$ cat src/rtl/mem_port_arbiter.sv
// Shares one memory port between instruction fetch and data memory, with halt-drain support.
// Define ARB_STARVE_GUARD_EN to bound consecutive data grants while a fetch is waiting.
module mem_port_arbiter #(
  parameter int AW           = 32,
  parameter int DW           = 32,
  parameter int STARVE_LIMIT = 4
) (
  input  logic          clk,
  input  logic          rst,
  input  logic          if_req,
  input  logic [AW-1:0] if_addr,
  output logic [DW-1:0] if_rdata,
  output logic          if_done,
  output logic          if_stall,
  input  logic          dm_req,
  input  logic          dm_we,
  input  logic [1:0]    dm_size,
  input  logic [AW-1:0] dm_addr,
  input  logic [DW-1:0] dm_wdata,
  output logic [DW-1:0] dm_rdata,
  output logic          dm_done,
  output logic          dm_stall,
  input  logic          halt,
  output logic          quiesced,
  output logic          mem_req,
  output logic          mem_we,
  output logic [1:0]    mem_size,
  output logic [AW-1:0] mem_addr,
  output logic [DW-1:0] mem_wdata,
  input  logic [DW-1:0] mem_rdata,
  input  logic          mem_ready
);

  typedef enum logic [1:0] {IDLE, BUSY_IF, BUSY_DM, RESP} state_t;

  state_t state;
  logic   if_ok;
  logic   pick_if;

  assign if_ok    = if_req & ~halt;
  assign if_stall = if_req & ~if_done;
  assign dm_stall = dm_req & ~dm_done;
  assign quiesced = halt & (state == IDLE);

`ifdef ARB_STARVE_GUARD_EN
  localparam int CW = $clog2(STARVE_LIMIT + 2);

  logic [CW-1:0] starve_cnt;
  logic          starved;

  assign starved = (starve_cnt == CW'(STARVE_LIMIT));
  assign pick_if = if_ok & (~dm_req | starved);

  // Counts data grants that overtook a live fetch; saturates at the limit.
  always_ff @(posedge clk) begin
    if (!rst) begin
      starve_cnt <= '0;
    end else if (!if_req) begin
      starve_cnt <= '0;
    end else if (state == IDLE) begin
      if (pick_if)
        starve_cnt <= '0;
      else if (dm_req && if_ok && !starved)
        starve_cnt <= starve_cnt + 1'b1;
    end
  end
`else
  // The limit only matters with the guard; without it data always wins.
  localparam bit LIMIT_OK = (STARVE_LIMIT >= 0);

  assign pick_if = if_ok & ~dm_req & LIMIT_OK;
`endif

  always_ff @(posedge clk) begin
    if (!rst) begin
      state     <= IDLE;
      mem_req   <= 1'b0;
      mem_we    <= 1'b0;
      mem_size  <= 2'd0;
      mem_addr  <= '0;
      mem_wdata <= '0;
      if_done   <= 1'b0;
      dm_done   <= 1'b0;
      if_rdata  <= '0;
      dm_rdata  <= '0;
    end else begin
      case (state)
        IDLE: begin
          if (pick_if) begin
            mem_req   <= 1'b1;
            mem_we    <= 1'b0;
            mem_size  <= 2'd2;
            mem_addr  <= if_addr;
            mem_wdata <= '0;
            state     <= BUSY_IF;
          end else if (dm_req) begin
            mem_req   <= 1'b1;
            mem_we    <= dm_we;
            mem_size  <= dm_size;
            mem_addr  <= dm_addr;
            mem_wdata <= dm_wdata;
            state     <= BUSY_DM;
          end
        end
        BUSY_IF: begin
          if (mem_ready) begin
            if_rdata <= mem_rdata;
            if_done  <= 1'b1;
            mem_req  <= 1'b0;
            state    <= RESP;
          end
        end
        BUSY_DM: begin
          // Stores capture the read bus too; the requester ignores it.
          if (mem_ready) begin
            dm_rdata <= mem_rdata;
            dm_done  <= 1'b1;
            mem_req  <= 1'b0;
            state    <= RESP;
          end
        end
        default: begin
          if_done <= 1'b0;
          dm_done <= 1'b0;
          state   <= IDLE;
        end
      endcase
    end
  end

endmodule

$ cat config.mk
export PLATFORM = sky130hd
export DESIGN_NAME = mem_port_arbiter
export DESIGN_NICKNAME = d
export VERILOG_FILES = /design/src/rtl/mem_port_arbiter.sv
export SDC_FILE = /design/constraint.sdc
export NUM_CORES = 1
export LEC_CHECK = 0
export ABC_AREA = 1
export BUFFER_PORTS_ARGS = -buffer_cell sky130_fd_sc_hd__buf_2
export CORE_ASPECT_RATIO = 2
export CORE_MARGIN = 2
export CORE_UTILIZATION = 25
export DETAILED_ROUTE_END_ITERATION = 8
export SETUP_SLACK_MARGIN = 0.5
export SYNTH_ARGS = -nofsm -noshare
export SYNTH_HDL_FRONTEND = slang
export SYNTH_SLANG_ARGS = --single-unit
$ cat constraint.sdc
create_clock -name clk -period 1.34 [get_ports clk]
set_input_delay 0.067 -clock clk [delete_from_list [all_inputs] [get_ports clk]]
set_output_delay 0.067 -clock clk [all_outputs]
set_load 0.01 [all_outputs]
==> flow_metrics.tcl <==
set metrics [dict create \
    cap_violations 0 \
    r2r_start "state[1]$_SDFFE_PN0P_" \
    ys_seq_area_share_pct 53.0 \
    grt_antenna_before_repair 2 \
    crit_family "buffers and inverters" \
    htree_levels 4 \
    synth_cells 661 \
    io_buffer_count 273 \
    clk_pin_slew_ns 0.06 \
    final-hold-violation-count 0 \
    drive_above_1_share_pct 47.3 \
    clockBufferDepth 2 \
    die-area_um2 21800 \
    fin_worst_skew_ns 0.00806 \
    firstDrtPassIters 4 \
    worstMarginPinSlew_ns 0.252 \
    fin_hold_ws_ns 0.0655 \
    place.gp.congestion 0.880 \
    cp_slowest_cell "dfxtp_2" \
    reg2regPathDepth 7 \
    numCtsBuffers 17 \
    cp_cell_sequence "inv_4 -> ha_4 -> nand2_8 -> inv_8 -> clkbuf_16 -> o21ai_2 -> a21oi_1" \
    arrival_ns 1.69 \
    path_max_fanout 14 \
    worstHoldEndpoint "dm_done$_SDFFE_PN0P_" \
    rows 74 \
    fin_cells 1374 \
    crit_type "flip-flop to flip-flop" \
    cts-root-buf "clkbuf_16" \
    grt_max_degree 40 \
    fin_ws_ns -0.0105 \
    status "finished with violations" \
    rsz0062_at_grt "true" \
    die_y_um 207 \
    max-slew-margin-rel_pct 83.1 \
    slowest_delay_ns 0.33 \
    hp-class "input port to flip-flop" \
    ios 274 \
    rrSetupSlack_ns -0.01 \
    grt_first_pass_wirelength_um 32300 \
    cp_num_buf_inv 3 \
    cp_data_required_time_ns 1.68 \
    setup_viol 3 \
    drc 0 \
    syn-cell-area_um2 5140 \
    cp-end-kind "flip-flop" \
    synth_top_area_share_pct 53.0 \
    clock-sinks 136 \
    postRouteAntennaNets 0 \
    vias 6347 \
    start_util_pct 25.3 \
    clock_latency_ns 0.42 \
    cts_tree "done" \
    fin_nets 1236 \
    dpl_cell_area_um2 6960 \
    period_needed_ns 1.35 \
    dp_hpwl_um 13000 \
    post-route-cell-area_um2 10200 \
    grt_pass1_vias 6381 \
    p_per_area_nw_per_um2 1880 \
    slew_violations 0 \
    utilization_pct 50.4 \
    grt-ovfl-total 0 \
    finalCritPeriodShare_pct 101 \
    core_um2 20300 \
    synth.area.top_cells "dfxtp_1 (53%), nor2_1 (10%), a21oi_1 (9.5%), o21ai_0 (9.2%), nand2_1 (7.7%)" \
    worstHoldStart "mem_ready" \
    violations "setup timing" \
    synth_nets 803 \
    max_freq_ghz 0.740 \
    syn2layout_area_growth_pct 98.9 \
    finalWirelength_um 23000 \
    drt-wirelength-per-cell_um 16.7 \
    synth_area_per_cell_um2 7.78 \
    reg2reg_to "mem_addr[30]$_SDFFE_PN0P_" \
    dp_cells 1184 \
    yosysWarnings 0 \
    first_iter_violations 280 \
    grt_usage_pct 19.0 \
    ys_ff_latch 136 \
    p_leak_uw 0.00465 \
    yosysTopAreaCell "dfxtp_1" \
    die_w_um 105 \
    vias_per_cell 4.62 \
    start_kind "flip-flop" \
    netlist-cell-type-count 23 \
    holdPathStages 3 \
    vdd_drop_max_v 0.000877 \
]
through the flow:
stage	worst slack [ns]	setup TNS (ns)	power, µW
5_1_grt	-0.0726	-1.64	20300
6_report	-0.0105	-0.0212	19200
3_3_place_gp	0.0103	0	10800
2_1_floorplan	0.0649	0	8650
4_1_cts	-0.00336	-0.00336	17900
3_5_place_dp	-0.0396	-0.222	10900
worst max path at each step:
stage                               start                         end  cells after the start  slack [ns]
global placement    state[0]$_SDFFE_PN0P_   if_rdata[22]$_SDFFE_PN0P_                      7        0.01
floorplan           state[0]$_SDFFE_PN0P_       state[1]$_SDFFE_PN0P_                      8        0.06
finish              state[1]$_SDFFE_PN0P_   mem_addr[30]$_SDFFE_PN0P_                      7       -0.01
global route        state[1]$_SDFFE_PN0P_   mem_addr[30]$_SDFFE_PN0P_                      7       -0.07
CTS                 state[1]$_SDFFE_PN0P_       state[1]$_SDFFE_PN0P_                      8      -0.003
detailed placement  state[1]$_SDFFE_PN0P_  mem_wdata[14]$_SDFFE_PN0P_                      7       -0.04
routing by layer:
layer	global-route usage, %	share of wire, %
met5	0	0
met4	13.1	5.0
met2	34.1	56
met3	4.80	4.3
met1	19.1	35
final cells by class:
| cell class | count | area [µm²] |
|---|---|---|
| Timing Repair Buffer | 459 | 3630 |
| Clock buffer | 18 | 429 |
| Multi-Input combinational cell | 465 | 2820 |
| Tap cell | 266 | 333 |
| Sequential cell | 136 | 2740 |
| Clock inverter | 14 | 175 |
| Inverter | 15 | 98.8 |
| Antenna cell | 1 | 2.50 |
| Fill cell | 1796 | 10100 |
report_power, final:
part | total [µW] | leakage, µW | internal, µW | switching, µW
clock network | 4880 | 0.000292 | 2950 | 1940
registers | 5760 | 0.00112 | 5050 | 706
logic | 8560 | 0.00324 | 4190 | 4360
logic make-up after synthesis:
| group | Yosys count | share of synthesized area [%] |
|---|---|---|
| AO/OA/AOI/OAI | 201 | 20.0 |
| adder cells (fa/ha/maj) | 5 | 1.22 |
| buffers and inverters | 60 | 6.28 |
| flip-flops | 136 | 53.0 |
| AND/OR/NAND/NOR | 259 | 19.5 |
flip-flops by register name, summed over array words and instances, names as in the netlist:
signal,cells
if_done,1
if_rdata,32
mem_req,1
mem_wdata,32
mem_we,1
dm_done,1
state,2
mem_size,2
mem_addr,32
dm_rdata,32
cell usage in the layout, fill, tap and decap left out, types with 5 or more instances in the layout:
master | synthesis | routed
inv_2 | 4 | 5
buf_4 | 4 | 18
dfxtp_2 | 0 | 8
nor2_1 | 142 | 104
dfxtp_1 | 136 | 127
nand2_2 | 2 | 25
nor2_4 | 0 | 32
a21oi_2 | 6 | 35
buf_6 | 8 | 14
o21ai_2 | 0 | 18
a21oi_1 | 98 | 69
nand2_1 | 105 | 60
nor2_2 | 0 | 6
dlygate4sd3_1 | 0 | 132
buf_16 | 0 | 9
buf_12 | 0 | 13
nand2_4 | 1 | 21
o21ai_1 | 3 | 48
clkbuf_16 | 0 | 24
buf_2 | 17 | 266
o21ai_0 | 94 | 31
cells in the mapped netlist:
library cell / count
a21oi_1: 98
a21oi_2: 6
buf_2: 17
buf_4: 4
buf_6: 8
clkbuf_1: 15
clkbuf_2: 1
clkinv_1: 1
dfxtp_1: 136
ha_1: 5
inv_1: 10
inv_2: 4
nand2_1: 105
nand2_2: 2
nand2_4: 1
nand3_1: 2
nand3_2: 1
nand4_1: 1
nor2_1: 142
nor3_1: 4
o21ai_0: 94
o21ai_1: 3
or2_2: 1
repair_timing:
action	4_1_cts	5_1_grt
pin swaps	33	8
cloned	8	9
hold endpoints to repair	131	0
buffers inserted	5	3
hold buffers	132	0
gates resized for setup	150	161
setup endpoints to repair	273	273
tightest hold or removal path, stage by stage:
cell	delay, ns
buf_2	0.17
a21oi_1	0.15
nor3_1	0.05
No activity file was read; power rests on OpenSTA's default activity.
